--- src/rtl/idex_debug_stepper_pkg.sv ---
// Shared constants and types for the ID/EX debug stepper: command codes,
// frame layout and controller states.
package debug_pkg;

  localparam logic [7:0] CMD_STOP = 8'h00;
  localparam logic [7:0] CMD_RUN  = 8'h01;
  localparam logic [7:0] CMD_STEP = 8'h02;
  localparam logic [7:0] CMD_DUMP = 8'h03;

  localparam logic [7:0] FRAME_HEADER = 8'hA5;
  localparam int         FRAME_BYTES  = 25;

  // Halt flag position inside the packed 16-bit ID/EX control word
  localparam int CTRL_HALT = 0;

  typedef enum logic [2:0] {
    ST_IDLE,
    ST_RUN,
    ST_STEP,
    ST_SETTLE,
    ST_SEND,
    ST_HALTED
  } state_e;

endpackage

--- src/rtl/idex_debug_stepper_if.sv ---
// Debug-side byte streams: command bytes in from the UART receiver and
// frame bytes out to the UART transmitter, both valid/ready.
interface idex_debug_stepper_if;
  logic       i_cmd_valid;
  logic [7:0] i_cmd_data;
  logic       o_cmd_ready;
  logic       o_tx_valid;
  logic [7:0] o_tx_data;
  logic       i_tx_ready;

  modport master (
    output i_cmd_valid, i_cmd_data, i_tx_ready,
    input  o_cmd_ready, o_tx_valid, o_tx_data
  );

  modport slave (
    input  i_cmd_valid, i_cmd_data, i_tx_ready,
    output o_cmd_ready, o_tx_valid, o_tx_data
  );
endinterface

--- src/rtl/idex_debug_stepper_frame_serializer.sv ---
// Holds a captured latch snapshot and streams it MSB byte first over a
// valid/ready byte interface, pulsing o_done on the last accepted byte.
module frame_serializer
  import debug_pkg::*;
(
  input  logic                     i_clk,
  input  logic                     i_reset,
  input  logic                     i_load,
  input  logic [FRAME_BYTES*8-1:0] i_snapshot,
  input  logic                     i_tx_ready,
  output logic                     o_tx_valid,
  output logic [7:0]               o_tx_data,
  output logic                     o_done
);

  localparam int                IDX_W    = $clog2(FRAME_BYTES);
  localparam logic [IDX_W-1:0]  LAST_IDX = IDX_W'(FRAME_BYTES - 1);

  // Element 0 is the most significant byte, so the index walks the frame in order
  logic [0:FRAME_BYTES-1][7:0] snap_q, snap_d;
  logic [IDX_W-1:0]            idx_q, idx_d;
  logic                        valid_q, valid_d;

  always_comb begin
    snap_d  = snap_q;
    idx_d   = idx_q;
    valid_d = valid_q;
    o_done  = 1'b0;
    if (i_load) begin
      snap_d  = i_snapshot;
      idx_d   = '0;
      valid_d = 1'b1;
    end else if (valid_q && i_tx_ready) begin
      if (idx_q == LAST_IDX) begin
        idx_d   = '0;
        valid_d = 1'b0;
        o_done  = 1'b1;
      end else begin
        idx_d = idx_q + IDX_W'(1);
      end
    end
  end

  always_ff @(posedge i_clk) begin
    if (i_reset) begin
      snap_q  <= '0;
      idx_q   <= '0;
      valid_q <= 1'b0;
    end else begin
      snap_q  <= snap_d;
      idx_q   <= idx_d;
      valid_q <= valid_d;
    end
  end

  assign o_tx_valid = valid_q;
  assign o_tx_data  = valid_q ? snap_q[idx_q] : 8'h00;

endmodule

--- src/rtl/idex_debug_stepper.sv ---
// Debug controller for the ID/EX latch: decodes UART command bytes into
// run / single-step / stop, and dumps a 25-byte latch snapshot on request or halt.
module idex_debug_stepper
  import debug_pkg::*;
#(
  parameter int BITS_SIZE = 32,
  parameter int BITS_REGS = 5
) (
  input  logic                 i_clk,
  input  logic                 i_reset,
  idex_debug_stepper_if.slave  dbg,
  output logic                 o_step,
  input  logic [BITS_SIZE-1:0] i_pc4,
  input  logic [BITS_SIZE-1:0] i_instruction,
  input  logic [BITS_SIZE-1:0] i_register_1,
  input  logic [BITS_SIZE-1:0] i_register_2,
  input  logic [BITS_SIZE-1:0] i_extension,
  input  logic [BITS_REGS-1:0] i_rs,
  input  logic [BITS_REGS-1:0] i_rt,
  input  logic [BITS_REGS-1:0] i_rd,
  input  logic [15:0]          i_idex_ctrl,
  output logic                 o_busy,
  output logic                 o_halted
);

  state_e state_q, state_d;
  logic   send_halt_q, send_halt_d;
  logic   cmd_ready_q, cmd_ready_d;
  logic   busy_q, busy_d;
  logic   halted_q, halted_d;

  logic   cmd_fire;
  logic   halt_seen;
  logic   load;
  logic   frame_done;
  logic [FRAME_BYTES*8-1:0] snapshot;

  assign snapshot = {FRAME_HEADER, i_pc4, i_instruction, i_register_1, i_register_2,
                     i_extension, 1'b0, i_rs, i_rt, i_rd, i_idex_ctrl};

  assign cmd_fire  = dbg.i_cmd_valid & cmd_ready_q;
  assign halt_seen = i_idex_ctrl[CTRL_HALT];

  // In RUN the step enable drops in the same cycle the halt flag shows, freezing the latch on it
  assign o_step = (state_q == ST_STEP) | ((state_q == ST_RUN) & ~halt_seen);

  always_comb begin
    state_d     = state_q;
    send_halt_d = send_halt_q;
    load        = 1'b0;
    unique case (state_q)
      ST_IDLE: begin
        if (cmd_fire) begin
          if (dbg.i_cmd_data == CMD_RUN) begin
            state_d = ST_RUN;
          end else if (dbg.i_cmd_data == CMD_STEP) begin
            state_d = ST_STEP;
          end else if (dbg.i_cmd_data == CMD_DUMP) begin
            load        = 1'b1;
            send_halt_d = 1'b0;
            state_d     = ST_SEND;
          end
        end
      end
      ST_RUN: begin
        if (halt_seen) begin
          load        = 1'b1;
          send_halt_d = 1'b1;
          state_d     = ST_SEND;
        end else if (cmd_fire && dbg.i_cmd_data == CMD_STOP) begin
          state_d = ST_IDLE;
        end
      end
      ST_STEP: begin
        state_d = ST_SETTLE;
      end
      ST_SETTLE: begin
        load        = 1'b1;
        send_halt_d = halt_seen;
        state_d     = ST_SEND;
      end
      ST_SEND: begin
        if (frame_done) begin
          state_d = send_halt_q ? ST_HALTED : ST_IDLE;
        end
      end
      ST_HALTED: begin
        if (cmd_fire && dbg.i_cmd_data == CMD_DUMP) begin
          load        = 1'b1;
          send_halt_d = 1'b1;
          state_d     = ST_SEND;
        end
      end
      default: begin
        state_d = ST_IDLE;
      end
    endcase

    cmd_ready_d = (state_d == ST_IDLE) || (state_d == ST_RUN) || (state_d == ST_HALTED);
    busy_d      = (state_d == ST_SEND);
    halted_d    = (state_d == ST_HALTED) || ((state_d == ST_SEND) && send_halt_d);
  end

  always_ff @(posedge i_clk) begin
    if (i_reset) begin
      state_q     <= ST_IDLE;
      send_halt_q <= 1'b0;
      cmd_ready_q <= 1'b1;
      busy_q      <= 1'b0;
      halted_q    <= 1'b0;
    end else begin
      state_q     <= state_d;
      send_halt_q <= send_halt_d;
      cmd_ready_q <= cmd_ready_d;
      busy_q      <= busy_d;
      halted_q    <= halted_d;
    end
  end

  assign dbg.o_cmd_ready = cmd_ready_q;
  assign o_busy          = busy_q;
  assign o_halted        = halted_q;

  frame_serializer u_serializer (
    .i_clk      (i_clk),
    .i_reset    (i_reset),
    .i_load     (load),
    .i_snapshot (snapshot),
    .i_tx_ready (dbg.i_tx_ready),
    .o_tx_valid (dbg.o_tx_valid),
    .o_tx_data  (dbg.o_tx_data),
    .o_done     (frame_done)
  );

endmodule

--- src/flat_wrapper.sv ---
// flat-port wrapper written by rule: the top's interface ports become plain ports
module idex_debug_stepper_flat import debug_pkg::*;
#(
  parameter int BITS_SIZE = 32,
  parameter int BITS_REGS = 5
)
  (i_clk, i_reset, o_step, i_pc4, i_instruction, i_register_1, i_register_2, i_extension, i_rs, i_rt, i_rd, i_idex_ctrl, o_busy, o_halted, dbg_i_cmd_valid, dbg_i_cmd_data, dbg_i_tx_ready, dbg_o_cmd_ready, dbg_o_tx_valid, dbg_o_tx_data);
  idex_debug_stepper_if dbg_i ();
  input  logic i_clk;
  input  logic i_reset;
  output logic o_step;
  input  logic [BITS_SIZE-1:0] i_pc4;
  input  logic [BITS_SIZE-1:0] i_instruction;
  input  logic [BITS_SIZE-1:0] i_register_1;
  input  logic [BITS_SIZE-1:0] i_register_2;
  input  logic [BITS_SIZE-1:0] i_extension;
  input  logic [BITS_REGS-1:0] i_rs;
  input  logic [BITS_REGS-1:0] i_rt;
  input  logic [BITS_REGS-1:0] i_rd;
  input  logic [15:0] i_idex_ctrl;
  output logic o_busy;
  output logic o_halted;
  input wire logic [$bits(dbg_i.i_cmd_valid)-1:0] dbg_i_cmd_valid;
  input wire logic [$bits(dbg_i.i_cmd_data)-1:0] dbg_i_cmd_data;
  input wire logic [$bits(dbg_i.i_tx_ready)-1:0] dbg_i_tx_ready;
  output wire logic [$bits(dbg_i.o_cmd_ready)-1:0] dbg_o_cmd_ready;
  output wire logic [$bits(dbg_i.o_tx_valid)-1:0] dbg_o_tx_valid;
  output wire logic [$bits(dbg_i.o_tx_data)-1:0] dbg_o_tx_data;
  assign dbg_i.i_cmd_valid = dbg_i_cmd_valid;
  assign dbg_i.i_cmd_data = dbg_i_cmd_data;
  assign dbg_i.i_tx_ready = dbg_i_tx_ready;
  assign dbg_o_cmd_ready = dbg_i.o_cmd_ready;
  assign dbg_o_tx_valid = dbg_i.o_tx_valid;
  assign dbg_o_tx_data = dbg_i.o_tx_data;
  idex_debug_stepper #(.BITS_SIZE(BITS_SIZE), .BITS_REGS(BITS_REGS)) u_core (.i_clk(i_clk), .i_reset(i_reset), .dbg(dbg_i), .o_step(o_step), .i_pc4(i_pc4), .i_instruction(i_instruction), .i_register_1(i_register_1), .i_register_2(i_register_2), .i_extension(i_extension), .i_rs(i_rs), .i_rt(i_rt), .i_rd(i_rd), .i_idex_ctrl(i_idex_ctrl), .o_busy(o_busy), .o_halted(o_halted));
endmodule
--- config.mk ---
export PLATFORM = sky130hd
export DESIGN_NAME = idex_debug_stepper_flat
export DESIGN_NICKNAME = d
export VERILOG_FILES = /design/src/rtl/idex_debug_stepper_pkg.sv /design/src/rtl/idex_debug_stepper_if.sv /design/src/rtl/idex_debug_stepper_frame_serializer.sv /design/src/rtl/idex_debug_stepper.sv /design/src/flat_wrapper.sv
export SDC_FILE = /design/constraint.sdc
export NUM_CORES = 1
export LEC_CHECK = 0
export ABC_CLOCK_PERIOD_IN_PS = 3900
export BUFFER_PORTS_ARGS = -buffer_cell sky130_fd_sc_hd__buf_2
export CAP_MARGIN = 15
export CELL_PAD_IN_SITES_DETAIL_PLACEMENT = 0
export CELL_PAD_IN_SITES_GLOBAL_PLACEMENT = 2
export CORE_AREA = 8 8 125 243
export CTS_BUF_LIST = sky130_fd_sc_hd__clkbuf_2 sky130_fd_sc_hd__clkbuf_4 sky130_fd_sc_hd__clkbuf_8
export CTS_CLUSTER_DIAMETER = 120
export DETAILED_ROUTE_END_ITERATION = 10
export DIE_AREA = 0 0 133 251
export GPL_TIMING_DRIVEN = 0
export PLACE_DENSITY_LB_ADDON = 0.05
export SLEW_MARGIN = 40
export SYNTH_ARGS = -nofsm -noshare
export SYNTH_HDL_FRONTEND = slang
export SYNTH_HIERARCHICAL = 1
export SYNTH_SLANG_ARGS = --single-unit
--- constraint.sdc ---
create_clock -name i_clk -period 3.9 [get_ports i_clk]
set_input_delay 0.78 -clock i_clk [delete_from_list [all_inputs] [get_ports i_clk]]
set_output_delay 0.78 -clock i_clk [all_outputs]
set_load 0.02 [all_outputs]
Yosys cells after proc, flatten, opt, wreduce, memory -nomap -nowiden
Cells that the tools add are included. Widths: inputs -> output; s select.

Flip-flop bits (word level): 205. Bits of input ports: 203. Output and inout port bits: 13. Logic and storage cells: 100.

Add/subtract/negate cells: 1. Order comparisons: 1. Equality and inequality tests: 12. Muxes and demuxes: 35. Bitwise operators: 5. Reduce and logical (&&, ||, !) cells: 14.

Operators with widths (count): $bmux 8 s5 (1); $mux 3 (9); $mux 8 (3); $mux 1 (18); $pmux 3 s6 (1); $eq 8x2->1 const B (2); $eq 3x3->1 const B (4); $eq 8x1->1 const B (1); $logic_not 8->1 (1); $pmux 1 s4 (2); $eq 3x1->1 const B (2); $eq 3x2->1 const B (2); $ge 6x6->1 const B (1); $logic_not 3->1 (2); $not 5->6 (1); $add 5x1->5 const B (1); $eq 5x5->1 const B (1); $mux 5 (1); $logic_and 1x1->1 (4); $reduce_bool 2->1 (2); $logic_or 1x1->1 (3); $and 1x1->1 (2); $reduce_and 2->1 (1); $reduce_or 2->1 (1); 2 further kinds (2).

Longest topological paths before layout
Word-level depth: 12. Mapped depth: 13. Gate-level depth less buffers: 9.

By module
Netlist, hierarchy kept.

Modules (own cells, without submodules): frame_serializer (instances 1, cells each 835, area each 8942.3 um^2, sequential area each 4124.0 um^2); idex_debug_stepper (instances 1, cells each 51, area each 474.2 um^2, sequential area each 140.1 um^2).

Worst setup path after synthesis
OpenSTA, ideal clock, no wires.

Kind: input-to-reg. From: input dbg_i_cmd_data[5]. To: register u_core.halted_q, in the netlist u_core/o_halted. Library setup time: 70 ps. Arrival time: 2974 ps. Data required time: 3830 ps. Slack: 856 ps. Stages: 10. Path buffers: 3. Cell sequence: nor4_4 > nand4_1 > nand3_1 > clkbuf_1 > buf_1 > buf_2 > nor2_1 > a22o_1 > a221oi_4 > a21boi_1.

Word-level cells in the longest chain between the ends: 12. Elaborated cells on any way between the ends: 32. Those cells by class: eq/ne (5); mux (22); reduce/logical (5).

RTL lines: from (decl) (line flat_wrapper.sv:24) `input wire logic [$bits(dbg_i.i_cmd_data)-1:0] dbg_i_cmd_data;`; $eq 8x2->1 (line idex_debug_stepper.sv:58, idex_debug_stepper.sv:88); $mux 1 (line idex_debug_stepper.sv:58) `end else if (dbg.i_cmd_data == CMD_DUMP) begin`; $mux 1 (line idex_debug_stepper.sv:56) `end else if (dbg.i_cmd_data == CMD_STEP) begin`; $mux 1 (line idex_debug_stepper.sv:54) `if (dbg.i_cmd_data == CMD_RUN) begin`; $mux 1 (line idex_debug_stepper.sv:53) `if (cmd_fire) begin`; $pmux 1 s4 (*) (line idex_debug_stepper.sv:51) `unique case (state_q)`; via u_core.load (line idex_debug_stepper.sv:34) `logic load;`; $mux 1 (*) (line idex_debug_stepper_frame_serializer.sv:29) `if (i_load) begin`; via u_core.frame_done (line idex_debug_stepper.sv:35) `logic frame_done;`; $mux 3 (*) (line idex_debug_stepper.sv:83) `if (frame_done) begin`; $pmux 3 s6 (*) (line idex_debug_stepper.sv:51); $eq 3x3->1 (line idex_debug_stepper.sv:101) `halted_d = (state_d == ST_HALTED) || ((state_d == ST_SEND) && send_halt_d);`; $logic_and 1x1->1 (line idex_debug_stepper.sv:101); $logic_or 1x1->1 (*) (line idex_debug_stepper.sv:101); to (signal assigned) (line idex_debug_stepper.sv:116) `halted_q <= halted_d;`; to (decl) (line idex_debug_stepper.sv:30) `logic halted_q, halted_d;`.

Mark *: on every way through the listed nets, which the timed path passes. The rest lies on a longest branch. A chain may end at the register's enable or synchronous reset.

Worst setup path after layout
From: register u_core.u_serializer.idx_q[1]. To: output dbg_o_tx_data[4].

Word-level cells in the longest chain between the ends: 5.

RTL lines: from (decl) (line idex_debug_stepper_frame_serializer.sv:21) `logic [IDX_W-1:0] idx_q, idx_d;`; from (signal assigned) (line idex_debug_stepper_frame_serializer.sv:51) `idx_q <= idx_d;`; $not 5->6 (implied by the code) (line idex_debug_stepper_frame_serializer.sv:57) `assign o_tx_data = valid_q ? snap_q[idx_q] : 8'h00;`; $bmux 8 s5 (line idex_debug_stepper_frame_serializer.sv:57); $mux 8 (implied by the code) (2 in a row) (line idex_debug_stepper_frame_serializer.sv:57); $mux 8 (line idex_debug_stepper_frame_serializer.sv:57); to (decl) (line flat_wrapper.sv:28) `output wire logic [$bits(dbg_i.o_tx_data)-1:0] dbg_o_tx_data;`.

No other way between the ends. The select of a mux whose other input is x is not followed.

==> out/results.tsv <==
stage	metric	value	unit
power	power density cells	377	mW/mm2
clock_network	CTS root buf	clkbuf_8	
die	# rows	86	
power	Flop pwr share	0.496	
synth	syn_area_per_cell	10.6	um2
power	Leakage	4.41	nW
timing	unrepaired setup endpoints after global routing	false	
timing	min Tclk post-route	3600	ps
global_routing	initial antenna violation count	3	
synth	Synth top cells by count	mux2i_1, nor2_1, dfxtp_1, mux4_2, buf_2	
critical_path	Crit. End Element	primary output	
power	Sw Share	0.224	
placement	HPWL reported at the end of detailed placement	23600	um
drt	DR vias/cell	4.80	
min_path	startpoint of the worst hold path	i_register_2[19]	
drt	wire length reported by the detailed router	30600	um
clock_network	Clock Latency Late Sink	540	ps
critical_path	Critical Path Start Type	flip-flop	
critical_path	flop2flop setup slack	520	ps
job	maximum capacitance violations	0	
timing	Fmax	278	MHz
die	Initial Util	0.346	
critical_path	critical-path maximum fanout	10	
layout	area growth from synthesis to layout	24.1	%
die	Ports	216	
global_routing	number of global-route vias before repair	7900	
critical_path	Worst Path Required	3120	ps
timing	Worst Skew	16.1	ps
critical_path	reg2reg start	u_core/state_q[2]	
synth	post-synth top area cell	dfxtp_1	
layout	fin util	0.429	
synth	Seq/Total Area, Yosys	0.453	
synth	Cells after Synth	886	
min_path	hold path cells	3	
global_routing	first-pass GRT wire length	46100	um
synth	Unique masters post-synth	43	
synth	EDFF count, synth	0	
timing	number of slew-limit violations in the final report	0	
timing	final period utilization	0.923	
synth	area share of the largest cell type after synthesis	0.453	
power	Int Pwr	3.42	mW
clock_network	CTS tree	done	
global_routing	final global-route overflow total	0	
synth	YS warnings	6	
power	VDD IR max	0.358	mV
clock_network	total CTS buffers	35	
layout	layout cells sized above 1	0.302	
die	Die X	133	um
timing	Final setup viols	0	
placement	Placement Setup Slack	-224	ps
clock_network	# H-tree levels	2	
critical_path	reg2reg path depth	11	
drt	drc violations	0	
timing	Rel. slew slack	0.565	
drt	iteration-0 DRC count of the detailed router	253	
synth	#FFs+latches synth	213	
placement	IO buf count	215	
min_path	Hold WC Path Type	input port to flip-flop	
die	Die Area	0.0334	mm2
clock_network	CTS Hold Bufs	0	
drt	Final ANT Viol Nets	0	
drt	via total after detailed routing	7295	
min_path	WHS Endpoint	u_core/u_serializer/snap_q[83]	
critical_path	reg-to-reg endpoint	u_core/o_halted	
power	Logic pwr share	0.045	
timing	Worst-Margin Slew	651	ps
global_routing	largest net degree at the start of global routing	11	
power	Switch Pwr	0.984	mW
clock_network	setup bufs post-CTS	0	
critical_path	crit path kind	flip-flop to primary output	
power	share of power burned in the clock network	0.458	
layout	Layout Nets	1350	
run_status	status	finished, final reports clean	
clock_network	Resize count post-CTS	0	
placement	RePlAce Congestion	0.776	
synth	Post-Syn Area	0.00942	mm2
timing	Hold Fails Final Rpt	0	
timing	fin worst setup slack	300	ps
die	Die Ht	251	um
synth	Area contributors post-synth	dfxtp_1, mux2i_1, nor2_1	
drt	Avg WL per Cell	20.1	um
clock_network	Clock Tree Buf Depth	3	
global_routing	GRT Util Overall	0.182	
drt	first-pass iteration count of the detailed router	5	
synth	ys async rst share	0	
clock_network	CTS clk-pin slew, worst paths	60	ps
synth	count leader, synth	mux2i_1	
critical_path	Arr. time, crit path	2820	ps
clock_network	Sink Count	213	
die	core area	0.0272	mm2
synth	Main synth FF type	dfxtp_1	
-- power by group through the flow --
stage	clock network [mW]	logic [mW]	registers [mW]
after floorplan	0	0.0543	2.23
after global placement	0	0.205	2.23
after detailed placement	0	0.205	2.23
after CTS	2.11	0.206	2.18
after global routing	2.19	0.218	2.18
final	2.02	0.199	2.18
-- cell type report --
class / instances / area [um2]
flip-flops and latches: 213 / 4260
inverters: 14 / 52.6
repair buffers: 215 / 1080
plain buffers: 71 / 349
multi-input cells: 595 / 4780
clock buffers: 57 / 709
diodes: 1 / 2.50
clock inverters: 2 / 12.5
fillers: 2738 / 15500
well taps: 352 / 440
-- state kept, by name (all words and copies together), names as in the netlist --
name                            flops
u_core/send_halt_q                  1
u_core/o_busy                       1
u_core/u_serializer/o_tx_valid      1
u_core/u_serializer/idx_q           5
u_core/dbg.o_cmd_ready              1
u_core/state_q                      3
u_core/u_serializer/snap_q        200
u_core/o_halted                     1
-- metal layers --
metal / track usage / wire length [um] / vias to the layer above
met5: 0 / 23 / -
met4: 0.0715 / 981 / 4
met3: 0.0524 / 1900 / 49
met2: 0.315 / 15400 / 198
met1: 0.206 / 12300 / 3412
li1: - / - / 3632
-- cells in the final DEF (no fill, tap or decap), drive strengths merged, types with 4 or more instances in the layout --
| cell type | instances |
|---|---|
| a21oi | 4 |
| a221oi | 9 |
| a22oi | 16 |
| a32oi | 9 |
| and2 | 4 |
| buf | 257 |
| clkbuf | 86 |
| conb | 9 |
| dfxtp | 213 |
| inv | 14 |
| mux2i | 249 |
| mux4 | 32 |
| nand3 | 4 |
| nor2 | 214 |
| nor2b | 6 |
| o21ai | 9 |
-- cells by family after synthesis --
| kind of cell | after synthesis | synth area share |
|---|---|---|
| fa+ha+maj | 2 | 0.00266 |
| buf+inv | 85 | 0.0427 |
| other cells | 2 | 0.000798 |
| compound gates | 53 | 0.0472 |
| xor+xnor | 4 | 0.00372 |
| mux | 281 | 0.341 |
| simple gates | 246 | 0.109 |
| flops | 213 | 0.453 |
-- metrics by stage --
step	setup TNS [ps]	hold slack (ps)	area, um2	instances	total power [mW]
finish	0	478	11700	1520	4.40
global route	0	455	11700	1520	4.59
CTS	0	433	11700	1519	4.49
detailed placement	-684	480	11000	1460	2.44
global placement	-688	467	11000	1460	2.44
floorplan	0	455	9440	893	2.29
-- worst max-delay path by stage --
stage / startpoint / to / slack (ps)
final: u_core/u_serializer/idx_q[1] / dbg_o_tx_data[4] / 300
after global routing: dbg_i_cmd_data[5] / u_core/o_halted / 170
after CTS: u_core/u_serializer/idx_q[1] / dbg_o_tx_data[4] / 250
after detailed placement: dbg_i_cmd_data[5] / u_core/o_halted / -220
after global placement: dbg_i_cmd_data[5] / u_core/o_halted / -210
after floorplan: dbg_i_cmd_data[5] / u_core/o_halted / 860
-- worst max-delay path: stages (launching register included) --
cell      delay [ps]
dfxtp_1          340
buf_4            220
buf_6            180
nor2_1           520
a22oi_1          250
a32oi_1          450
a221oi_1         100
buf_2            220
(Power assumes the default switching activity.)
